==> src/rtl/fp_consts.sv <==
// Shared FP constants plus the scheduler's state and requester-id types.
// Latency: n/a (type and constant definitions only).
// Backpressure: n/a.
package fp_consts;

   // IEEE-754 single-precision layout
   localparam int FP_W    = 32;
   localparam int EXP_W   = 8;
   localparam int MAN_W   = 23;
   localparam int EXP_BIAS = 127;

   localparam logic [FP_W-1:0] FP_QNAN = 32'h7FC0_0000;
   localparam logic [EXP_W-1:0] EXP_MAX = 8'hFF;

   // Scheduler definitions
   localparam int ID_W  = 1;   // requester index width (two requesters)
   localparam int CNT_W = 4;   // holds EXEC_CYCLES-1 for EXEC_CYCLES up to 15

   typedef enum logic [1:0] {
      ST_IDLE = 2'd0,
      ST_EXEC = 2'd1,
      ST_DONE = 2'd2
   } sched_state_t;

endpackage

==> src/rtl/FP_Multiplicator.sv <==
// Combinational IEEE-754 single multiply, round-to-nearest-even, subnormals flushed to zero.
// Latency: 0 cycles (pure combinational).
// Backpressure: none; output follows the operands.
// Ports: a, b (operands), result (product), overflow (finite result too large -> inf),
//        underflow (nonzero result too small -> signed zero).
module FP_Multiplicator
   import fp_consts::*;
(
   input  logic [FP_W-1:0] a,
   input  logic [FP_W-1:0] b,
   output logic [FP_W-1:0] result,
   output logic            overflow,
   output logic            underflow
);

   logic              sign;
   logic [EXP_W-1:0]  ea, eb;
   logic [MAN_W-1:0]  fa, fb;
   logic              a_zero, b_zero, a_inf, b_inf, a_nan, b_nan;
   logic [47:0]       prod;
   logic [MAN_W-1:0]  mant;
   logic              guard, sticky, norm, round_up;
   logic [MAN_W:0]    mant_r;
   logic [9:0]        exp_raw;
   logic [9:0]        exp_sum;

   assign sign = a[31] ^ b[31];
   assign ea   = a[30:23];
   assign eb   = b[30:23];
   assign fa   = a[22:0];
   assign fb   = b[22:0];

   // Subnormal inputs are treated as zero.
   assign a_zero = (ea == '0);
   assign b_zero = (eb == '0);
   assign a_inf  = (ea == EXP_MAX) && (fa == '0);
   assign b_inf  = (eb == EXP_MAX) && (fb == '0);
   assign a_nan  = (ea == EXP_MAX) && (fa != '0);
   assign b_nan  = (eb == EXP_MAX) && (fb != '0);

   assign prod = 48'({1'b1, fa}) * 48'({1'b1, fb});

   always_comb begin
      norm     = prod[47];
      mant     = '0;
      guard    = 1'b0;
      sticky   = 1'b0;
      if (prod[47]) begin
         mant   = prod[46:24];
         guard  = prod[23];
         sticky = |prod[22:0];
      end else begin
         mant   = prod[45:23];
         guard  = prod[22];
         sticky = |prod[21:0];
      end
      round_up = guard & (sticky | mant[0]);
      mant_r   = {1'b0, mant} + {{MAN_W{1'b0}}, round_up};
      // Exponent kept in an offset form (true biased exponent + 127) so no signed math is needed.
      exp_raw  = {2'b00, ea} + {2'b00, eb};
      exp_sum  = exp_raw + {9'd0, norm} + {9'd0, mant_r[MAN_W]};
   end

   always_comb begin
      result    = '0;
      overflow  = 1'b0;
      underflow = 1'b0;
      if (a_nan || b_nan || (a_inf && b_zero) || (b_inf && a_zero)) begin
         result = FP_QNAN;
      end else if (a_inf || b_inf) begin
         result = {sign, EXP_MAX, {MAN_W{1'b0}}};
      end else if (a_zero || b_zero) begin
         result = {sign, {(FP_W-1){1'b0}}};
      end else if (exp_sum >= 10'(EXP_BIAS + 255)) begin
         result   = {sign, EXP_MAX, {MAN_W{1'b0}}};
         overflow = 1'b1;
      end else if (exp_sum <= 10'(EXP_BIAS)) begin
         result    = {sign, {(FP_W-1){1'b0}}};
         underflow = 1'b1;
      end else begin
         // A rounding carry leaves mant_r[22:0] at zero, which is the correct mantissa.
         result = {sign, 8'(exp_sum - 10'(EXP_BIAS)), mant_r[MAN_W-1:0]};
      end
   end

endmodule

==> src/rtl/fp_mult_scheduler.sv <==
// Two-requester round-robin front end for a single FP multiplier, one operation in flight.
// Latency: accept in cycle T -> resp_valid in cycle T+EXEC_CYCLES+1.
// Backpressure: while a result waits for resp_ready both reqN_ready stay low.
// Ports: clk, reset (async, active-high); req0/req1 valid/ready/a/b; resp valid/ready/id/result;
//        resp_overflow/resp_underflow per result; flags_sticky {ovf,unf} with flags_clear.
module fp_mult_scheduler
   import fp_consts::*;
#(
   parameter int EXEC_CYCLES = 1
)(
   input  logic            clk,
   input  logic            reset,
   input  logic            req0_valid,
   input  logic [FP_W-1:0] req0_a,
   input  logic [FP_W-1:0] req0_b,
   output logic            req0_ready,
   input  logic            req1_valid,
   input  logic [FP_W-1:0] req1_a,
   input  logic [FP_W-1:0] req1_b,
   output logic            req1_ready,
   output logic            resp_valid,
   input  logic            resp_ready,
   output logic [ID_W-1:0] resp_id,
   output logic [FP_W-1:0] resp_result,
   output logic            resp_overflow,
   output logic            resp_underflow,
   output logic [1:0]      flags_sticky,
   input  logic            flags_clear
);

   localparam logic [CNT_W-1:0] CNT_INIT = CNT_W'(EXEC_CYCLES - 1);

   sched_state_t     state_q, state_d;
   logic [ID_W-1:0]  last_grant_q, last_grant_d;
   logic [CNT_W-1:0] cnt_q, cnt_d;
   logic [FP_W-1:0]  op_a_q, op_a_d;
   logic [FP_W-1:0]  op_b_q, op_b_d;
   logic [ID_W-1:0]  op_id_q, op_id_d;
   logic [ID_W-1:0]  resp_id_q, resp_id_d;
   logic [FP_W-1:0]  resp_result_q, resp_result_d;
   logic             resp_ovf_q, resp_ovf_d;
   logic             resp_unf_q, resp_unf_d;
   logic [1:0]       flags_q, flags_d;
   logic             capture;

   logic [FP_W-1:0]  mul_result;
   logic             mul_ovf, mul_unf;

   // The multiplier only ever sees the latched operands.
   FP_Multiplicator u_mul (
      .a         (op_a_q),
      .b         (op_b_q),
      .result    (mul_result),
      .overflow  (mul_ovf),
      .underflow (mul_unf)
   );

   always_comb begin
      state_d       = state_q;
      last_grant_d  = last_grant_q;
      cnt_d         = cnt_q;
      op_a_d        = op_a_q;
      op_b_d        = op_b_q;
      op_id_d       = op_id_q;
      resp_id_d     = resp_id_q;
      resp_result_d = resp_result_q;
      resp_ovf_d    = resp_ovf_q;
      resp_unf_d    = resp_unf_q;
      flags_d       = flags_q;
      req0_ready    = 1'b0;
      req1_ready    = 1'b0;
      capture       = 1'b0;

      case (state_q)
         ST_IDLE: begin
            // On a tie port 0 wins only if port 1 had the previous grant.
            if (req0_valid && (!req1_valid || (last_grant_q == ID_W'(1)))) begin
               req0_ready   = 1'b1;
               op_a_d       = req0_a;
               op_b_d       = req0_b;
               op_id_d      = ID_W'(0);
               last_grant_d = ID_W'(0);
               cnt_d        = CNT_INIT;
               state_d      = ST_EXEC;
            end else if (req1_valid) begin
               req1_ready   = 1'b1;
               op_a_d       = req1_a;
               op_b_d       = req1_b;
               op_id_d      = ID_W'(1);
               last_grant_d = ID_W'(1);
               cnt_d        = CNT_INIT;
               state_d      = ST_EXEC;
            end
         end
         ST_EXEC: begin
            if (cnt_q == '0) begin
               capture       = 1'b1;
               resp_result_d = mul_result;
               resp_ovf_d    = mul_ovf;
               resp_unf_d    = mul_unf;
               resp_id_d     = op_id_q;
               state_d       = ST_DONE;
            end else begin
               cnt_d = cnt_q - CNT_W'(1);
            end
         end
         ST_DONE: begin
            // Returning to IDLE takes a cycle, so no grant overlaps the response handshake.
            if (resp_ready) begin
               state_d = ST_IDLE;
            end
         end
         default: begin
            state_d = ST_IDLE;
         end
      endcase

      // Clear first, then OR in new flags: a simultaneous capture survives the clear.
      if (flags_clear) begin
         flags_d = 2'b00;
      end
      if (capture) begin
         flags_d = flags_d | {mul_ovf, mul_unf};
      end
   end

   always_ff @(posedge clk or posedge reset) begin
      if (reset) begin
         state_q       <= ST_IDLE;
         last_grant_q  <= ID_W'(1);
         cnt_q         <= '0;
         op_a_q        <= '0;
         op_b_q        <= '0;
         op_id_q       <= '0;
         resp_id_q     <= '0;
         resp_result_q <= '0;
         resp_ovf_q    <= 1'b0;
         resp_unf_q    <= 1'b0;
         flags_q       <= 2'b00;
      end else begin
         state_q       <= state_d;
         last_grant_q  <= last_grant_d;
         cnt_q         <= cnt_d;
         op_a_q        <= op_a_d;
         op_b_q        <= op_b_d;
         op_id_q       <= op_id_d;
         resp_id_q     <= resp_id_d;
         resp_result_q <= resp_result_d;
         resp_ovf_q    <= resp_ovf_d;
         resp_unf_q    <= resp_unf_d;
         flags_q       <= flags_d;
      end
   end

   assign resp_valid     = (state_q == ST_DONE);
   assign resp_id        = resp_id_q;
   assign resp_result    = resp_result_q;
   assign resp_overflow  = resp_ovf_q;
   assign resp_underflow = resp_unf_q;
   assign flags_sticky   = flags_q;

endmodule
==> config.mk <==
export PLATFORM = sky130hd
export DESIGN_NAME = fp_mult_scheduler
export DESIGN_NICKNAME = d
export VERILOG_FILES = /design/src/rtl/fp_consts.sv /design/src/rtl/FP_Multiplicator.sv /design/src/rtl/fp_mult_scheduler.sv
export SDC_FILE = /design/constraint.sdc
export NUM_CORES = 2
export LEC_CHECK = 0
export CAP_MARGIN = 20
export CORE_MARGIN = 10
export CORE_UTILIZATION = 63
export DETAILED_ROUTE_END_ITERATION = 7
export PLACE_DENSITY = 0.92
export SLEW_MARGIN = 20
export SYNTH_ARGS = -nofsm -noshare
export SYNTH_HDL_FRONTEND = slang
export SYNTH_HIERARCHICAL = 1
export SYNTH_SLANG_ARGS = --single-unit
export TNS_END_PERCENT = 30
==> constraint.sdc <==
create_clock -name clk -period 14.7 [get_ports clk]
set_input_delay 2.94 -clock clk [delete_from_list [all_inputs] [get_ports clk]]
set_output_delay 2.94 -clock clk [all_outputs]
set_load 0.01 [all_outputs]
Word level (Yosys, flattened, before mapping)
Cells that the tools add are included.
- add/subtract/negate cells: 6
- multipliers: 1
- $lt $le $gt $ge: 2
- eq/ne operators: 8
- muxes and demuxes: 41
- bitwise gates (word level): 4
- reduce and logical (&&, ||, !) cells: 30
- operators with widths (kind ; number):
    $mux 32 ; 5
    $mux 31 ; 4
    $mul 24x24->48 ; 1
    $logic_not 23->1 ; 2
    $reduce_bool 23->1 ; 2
    $add 23x1->24 ; 1
    $mux 23 ; 1
    $reduce_or 23->1 ; 1
    $reduce_or 22->1 ; 1
    $add 10x1->10 ; 2
    $mux 1 ; 20
    $eq 8x8->1 const B ; 2
    $logic_not 8->1 ; 2
    $mux 2 ; 6
    $mux 4 ; 3
    $ge 10x9->1 const B ; 1
    $le 10x7->1 const B ; 1
    $add 8x8->9 ; 1
    $pmux 4 s2 ; 1
    $sub 8x7->8 const B ; 1
    $logic_and 1x1->1 ; 7
    $logic_or 1x1->1 ; 6
    $pmux 2 s3 ; 1
    $reduce_and 3->1 ; 2
    15 further kinds ; 18
- flip-flop bits (word level): 109
- input port bits: 134
- logic and storage cells: 103

Logic depth before layout (Yosys ltp)
- depth after elaboration: 15
- depth in mapped cells: 47
- mapped depth without buffers: 42

By module
The synthesis kept the hierarchy.
- by module, submodules not included (module ; times used ; cells an instance ; area each (µm²)):
    FP_Multiplicator ; 1 ; 2558 ; 21340.5
    fp_mult_scheduler ; 1 ; 498 ; 5213.8

Least setup slack after synthesis
OpenSTA, ideal clock, no wires.
- kind: register to register
- start point: reg op_a_q[13]
- end point: reg resp_result_q[2], in the netlist resp_result[2]
- setup time: 0.125 ns
- arrival: 10.912 ns
- required time: 14.575 ns
- path slack: 3.663 ns
- stages on the path, launching flop included: 47
- period minus slack after synthesis: 11.037 ns
- cell sequence: dfrtp_1 -> clkbuf_1 -> nand2_1 -> fa_1 -> inv_1 -> fa_1 -> inv_1 -> fa_1 -> inv_1 -> fa_1 -> inv_1 -> fa_1 -> inv_1 -> fa_1 -> inv_1 -> fa_1 -> inv_1 -> ha_1 -> [... 11 more ...] -> nand2_1 -> nor4b_1 -> fa_1 -> ha_1 -> fa_1 -> a21o_1 -> a21oi_1 -> o21bai_1 -> a21oi_1 -> o21bai_1 -> a21oi_1 -> xnor2_1 -> or2_2 -> nand4b_1 -> clkbuf_1 -> clkbuf_1 -> nor2_1 -> mux2_2
- word-level cells in the longest chain between the ends: 13
- elaborated cells on any way between the ends: 27
- classes of those cells: add/sub (3); mul (1); order compare (2); mux (8); bitwise (2); reduce/logical (11)
- ends and longest elaborated chain (what ; line ; RTL):
    start: declaration ; fp_mult_scheduler.sv:36 ; logic [FP_W-1:0] op_a_q, op_a_d;
    start signal: assignment ; fp_mult_scheduler.sv:144 ; op_a_q <= op_a_d;
    $mul 24x24->48 ; FP_Multiplicator.sv:41 ; assign prod = 48'({1'b1, fa}) * 48'({1'b1, fb});
    $reduce_or 23->1 or $reduce_or 22->1 (tied branches) ; FP_Multiplicator.sv:51, FP_Multiplicator.sv:55 ;
    $mux 1 ; FP_Multiplicator.sv:48 ; if (prod[47]) begin
    $or 1x1->1 ; FP_Multiplicator.sv:57 ; round_up = guard & (sticky | mant[0]);
    $and 1x1->1 ; FP_Multiplicator.sv:57 ;
    $add 23x1->24 ; FP_Multiplicator.sv:58 ; mant_r = {1'b0, mant} + {{MAN_W{1'b0}}, round_up};
    $add 10x1->10 ; FP_Multiplicator.sv:61 ; exp_sum = exp_raw + {9'd0, norm} + {9'd0, mant_r[MAN_W]};
    $le 10x7->1 ; FP_Multiplicator.sv:77 ; end else if (exp_sum <= 10'(EXP_BIAS)) begin
    $mux 31 ; FP_Multiplicator.sv:77 ;
    $mux 31 ; FP_Multiplicator.sv:74 ; end else if (exp_sum >= 10'(EXP_BIAS + 255)) begin
    $mux 31 ; FP_Multiplicator.sv:72 ; end else if (a_zero || b_zero) begin
    $mux 31 ; FP_Multiplicator.sv:70 ; end else if (a_inf || b_inf) begin
    $mux 32 * ; FP_Multiplicator.sv:68 ; if (a_nan || b_nan || (a_inf && b_zero) || (b_inf && a_zero)) begin
    net mul_result[2] ; fp_mult_scheduler.sv:46 ; logic [FP_W-1:0] mul_result;
    end signal: assignment ; fp_mult_scheduler.sv:148 ; resp_result_q <= resp_result_d;
    end: declaration ; fp_mult_scheduler.sv:40 ; logic [FP_W-1:0] resp_result_q, resp_result_d;
Mark *: on every way through the listed nets, which the timed path passes. The rest lies on a longest branch.
A chain may end at the register's enable or synchronous reset.

Worst setup path in the final report
- start point: reg op_a_q[8]
- end point: reg resp_result_q[11], in the netlist resp_result[11]
The elaborated chain is that of the path after synthesis.

==> flow_metrics.env <==
export IMPL_ant_nets=0
export IMPL_core_um2=41900
export IMPL_num_rows=75
export IMPL_dieArea_um2=50800
export IMPL_grt_overflow=0
export IMPL_cp_startpoint="op_a_q[8]"
export IMPL_end_kind="flip-flop"
export IMPL_grt_pass1_vias=24600
export IMPL_setup_tns_ns=0
export IMPL_hold_buffers=0
export IMPL_synth_top_family_by_area="adder cells"
export IMPL_grtUsageMet3_pct=7.47
export IMPL_grt_pass1_wl_mm=132
export IMPL_synthMuxAreaShare_pct=1.91
export IMPL_hold_depth=1
export IMPL_finalCritPeriodShare_pct=88.0
export IMPL_cts_tree="built"
export IMPL_cts_root_buf="clkbuf_16"
export IMPL_reg2reg_slack_ns=1.76
export IMPL_finalHoldViolCount=0
export IMPL_mostFrequentLayoutCell="inv_1"
export IMPL_syn_nets=3867
export IMPL_syn_avg_cell_area_um2=8.69
export IMPL_cts_max_level=3
export IMPL_startpoint_type="flip-flop"
export IMPL_die_y_um=225
export IMPL_pre_cts_ws_ns=1.93
export IMPL_rsz0062_at_grt="no"
export IMPL_postLayoutCellArea_um2=28800
export IMPL_totalWireLength_mm=82.6
export IMPL_setup_slack_ns=1.76
export IMPL_insertion_delay_ns=0.38
export IMPL_io_buffer_count=173
export IMPL_nNetsFinal=3916
export IMPL_worst_pin_slew_ns=1.16
export IMPL_arrival_ns=13.21
export IMPL_critPathSlowestCell="dfrtp_1"
export IMPL_crit_type="flip-flop to flip-flop"
export IMPL_ys_ff_latch=109
export IMPL_rr_worst_depth=44
export IMPL_synth_compound_area_share_pct=10.4
export IMPL_cp_max_fo=31
export IMPL_status="finished, violations left"
export IMPL_drcViolationCount=29
export IMPL_drtIter0Drc=2389
export IMPL_ios=174
export IMPL_clockBufferDepth=2
export IMPL_use_met1_pct=39.8
export IMPL_hold_ws_ns=0.509
export IMPL_grt_max_degree=130
export IMPL_hold_path_startpoint="resp_result[8]"
export IMPL_cts_resized=0
export IMPL_gr_usage_met2_pct=54.2
export IMPL_worstReg2RegStart="op_a_q[8]"
export IMPL_layout_common_cells="597 x inv_1, 484 x fa_1, 335 x nand2_1"
export IMPL_ys_warn_count=6
export IMPL_max_stage_delay_ns=0.82
export IMPL_rr_endpoint="resp_result[11]"
export IMPL_cts_sinks=109
export IMPL_dp_hpwl_mm=64.1
export IMPL_gp_congestion=0.997
export IMPL_drv_slew=0
export IMPL_postPlaceCellArea_um2=28500
export IMPL_synthSimpleGateAreaFrac_pct=18.0
export IMPL_cts_buffers_inserted=9
export IMPL_area_delta_synth_final_pct=8.47
export IMPL_setup_viol=0
export IMPL_netlist_area_um2=26600
export IMPL_ys_seq_area_share_pct=10.3
export IMPL_path_clk_slew_ns=0.08
export IMPL_min_to="resp_result[8]"
export IMPL_post_route_min_period_ns=12.94
export IMPL_relSlewSlack_pct=22.5
export IMPL_routedWlPerCell_um=22.6
export IMPL_fmax_ghz=0.0773
export IMPL_worstHoldPathType="flip-flop to flip-flop"
export IMPL_synthCells=3056
export IMPL_antenna_found_initial=3
export IMPL_critPathMostFrequentCell="fa_1"
export IMPL_synth_adder_area_share_pct=45.6
export IMPL_grt_busiest_layer="met2"
export IMPL_cp_required_ns=14.96
export IMPL_synthFlopType="dfrtp_1"
export IMPL_synth_edff_count=0
export IMPL_postCtsSetupRepairBufs=0
export IMPL_violations="design-rule violations"
export IMPL_fin_skew_ns=0.0143
export IMPL_viasPerCell=6.27
export IMPL_firstDrtPassIters=8
export IMPL_ys_async_sr_fraction_pct=100
export IMPL_synth_xor_area_share_pct=2.56
export IMPL_final_layout_size_suffix_gt1_share_pct=4.21
export IMPL_synth_distinct_cells=91
export IMPL_grt_usage_pct=33.4
export IMPL_start_util_pct=63.4
export IMPL_drv_cap=0
export IMPL_vias=22900
export IMPL_die_x_um=225
-- how the worst max path moves through the flow --
stage	endpoint	slack (ns)	cells after the start
2_1_floorplan	resp_result[2]	3.66	46
3_3_place_gp	resp_result[21]	2.16	43
3_5_place_dp	resp_result[11]	1.93	43
4_1_cts	resp_result[11]	1.89	42
5_1_grt	resp_result[11]	0.94	43
6_report	resp_result[11]	1.76	44
-- logic make-up after synthesis --
family	count (synthesis)
flip-flops	109
AND/OR/NAND/NOR	919
AO/OA/AOI/OAI	454
XOR/XNOR	76
adder cells (fa/ha/maj)	677
multiplexers	46
buffers and inverters	775
-- cell type report --
type | instances | area [um2]
Multi-Input combinational cell | 2172 | 20800
Fill cell | 3143 | 13000
Sequential cell | 109 | 2730
Inverter | 603 | 2270
Timing Repair Buffer | 210 | 2000
Tap cell | 539 | 674
Clock buffer | 10 | 229
Clock inverter | 6 | 57.6
Antenna cell | 2 | 5.00
-- synthesized netlist by cell type, types with 7 or more instances --
cell type  number  area (um2)
nor4_1         23         144
nand2_1       335        1260
a21oi_1       142         711
a31oi_1        82         513
or2_2           7        43.8
and3_1         12        75.1
o21bai_1        7        52.6
a21o_1         19         143
nand4_1        26         163
a211oi_1       12        90.1
mux2_2         35         394
o211ai_1       12        90.1
nor2_1        110         413
nor3_1         20         100
clkbuf_1      147         552
nand3_1        24         120
fa_1          484        9690
o21ai_0       110         551
dfrtp_1       108        2700
buf_6          10         113
ha_1          193        2410
mux2i_1        10         100
xnor2_1        50         438
nand3b_1       66         495
xor2_1         25         219
and2_1        250        1560
buf_2          10        50.1
inv_1         598        2240
-- flip-flops by register name (all words and copies together) (netlist names) --
| name | cells |
|---|---|
| cnt_q | 4 |
| flags_sticky | 2 |
| last_grant_q | 1 |
| op_a_q | 32 |
| op_b_q | 32 |
| op_id_q | 1 |
| resp_id | 1 |
| resp_overflow | 1 |
| resp_result | 32 |
| resp_underflow | 1 |
| state_q | 2 |
-- critical path: cells and delay by family, from the launching register on --
family / cells / cell delay [ns]
adder cells (fa/ha/maj): 11 / 5.06
AO/OA/AOI/OAI: 9 / 1.71
AND/OR/NAND/NOR: 11 / 3.12
flip-flops: 1 / 0.82
buffers and inverters: 10 / 1.48
XOR/XNOR: 1 / 0.11
multiplexers: 2 / 0.48
-- metrics by stage --
stage | util (%) | cells
after global routing | 68.8 | 3649
final | 68.8 | 3651
after detailed placement | 68.1 | 3633
after CTS | 68.8 | 3649
after global placement | 68.1 | 3633
after floorplan | - | 3056
-- per-layer routing --
metal,vias to the layer above,wire length [um]
met5,-,13
met4,2,6160
met3,399,9150
met2,1574,38100
met1,11200,29100
li1,9697,-
Power is not shown: default switching activity piles up to over one toggle a cycle in this logic, so the estimate is an artifact.
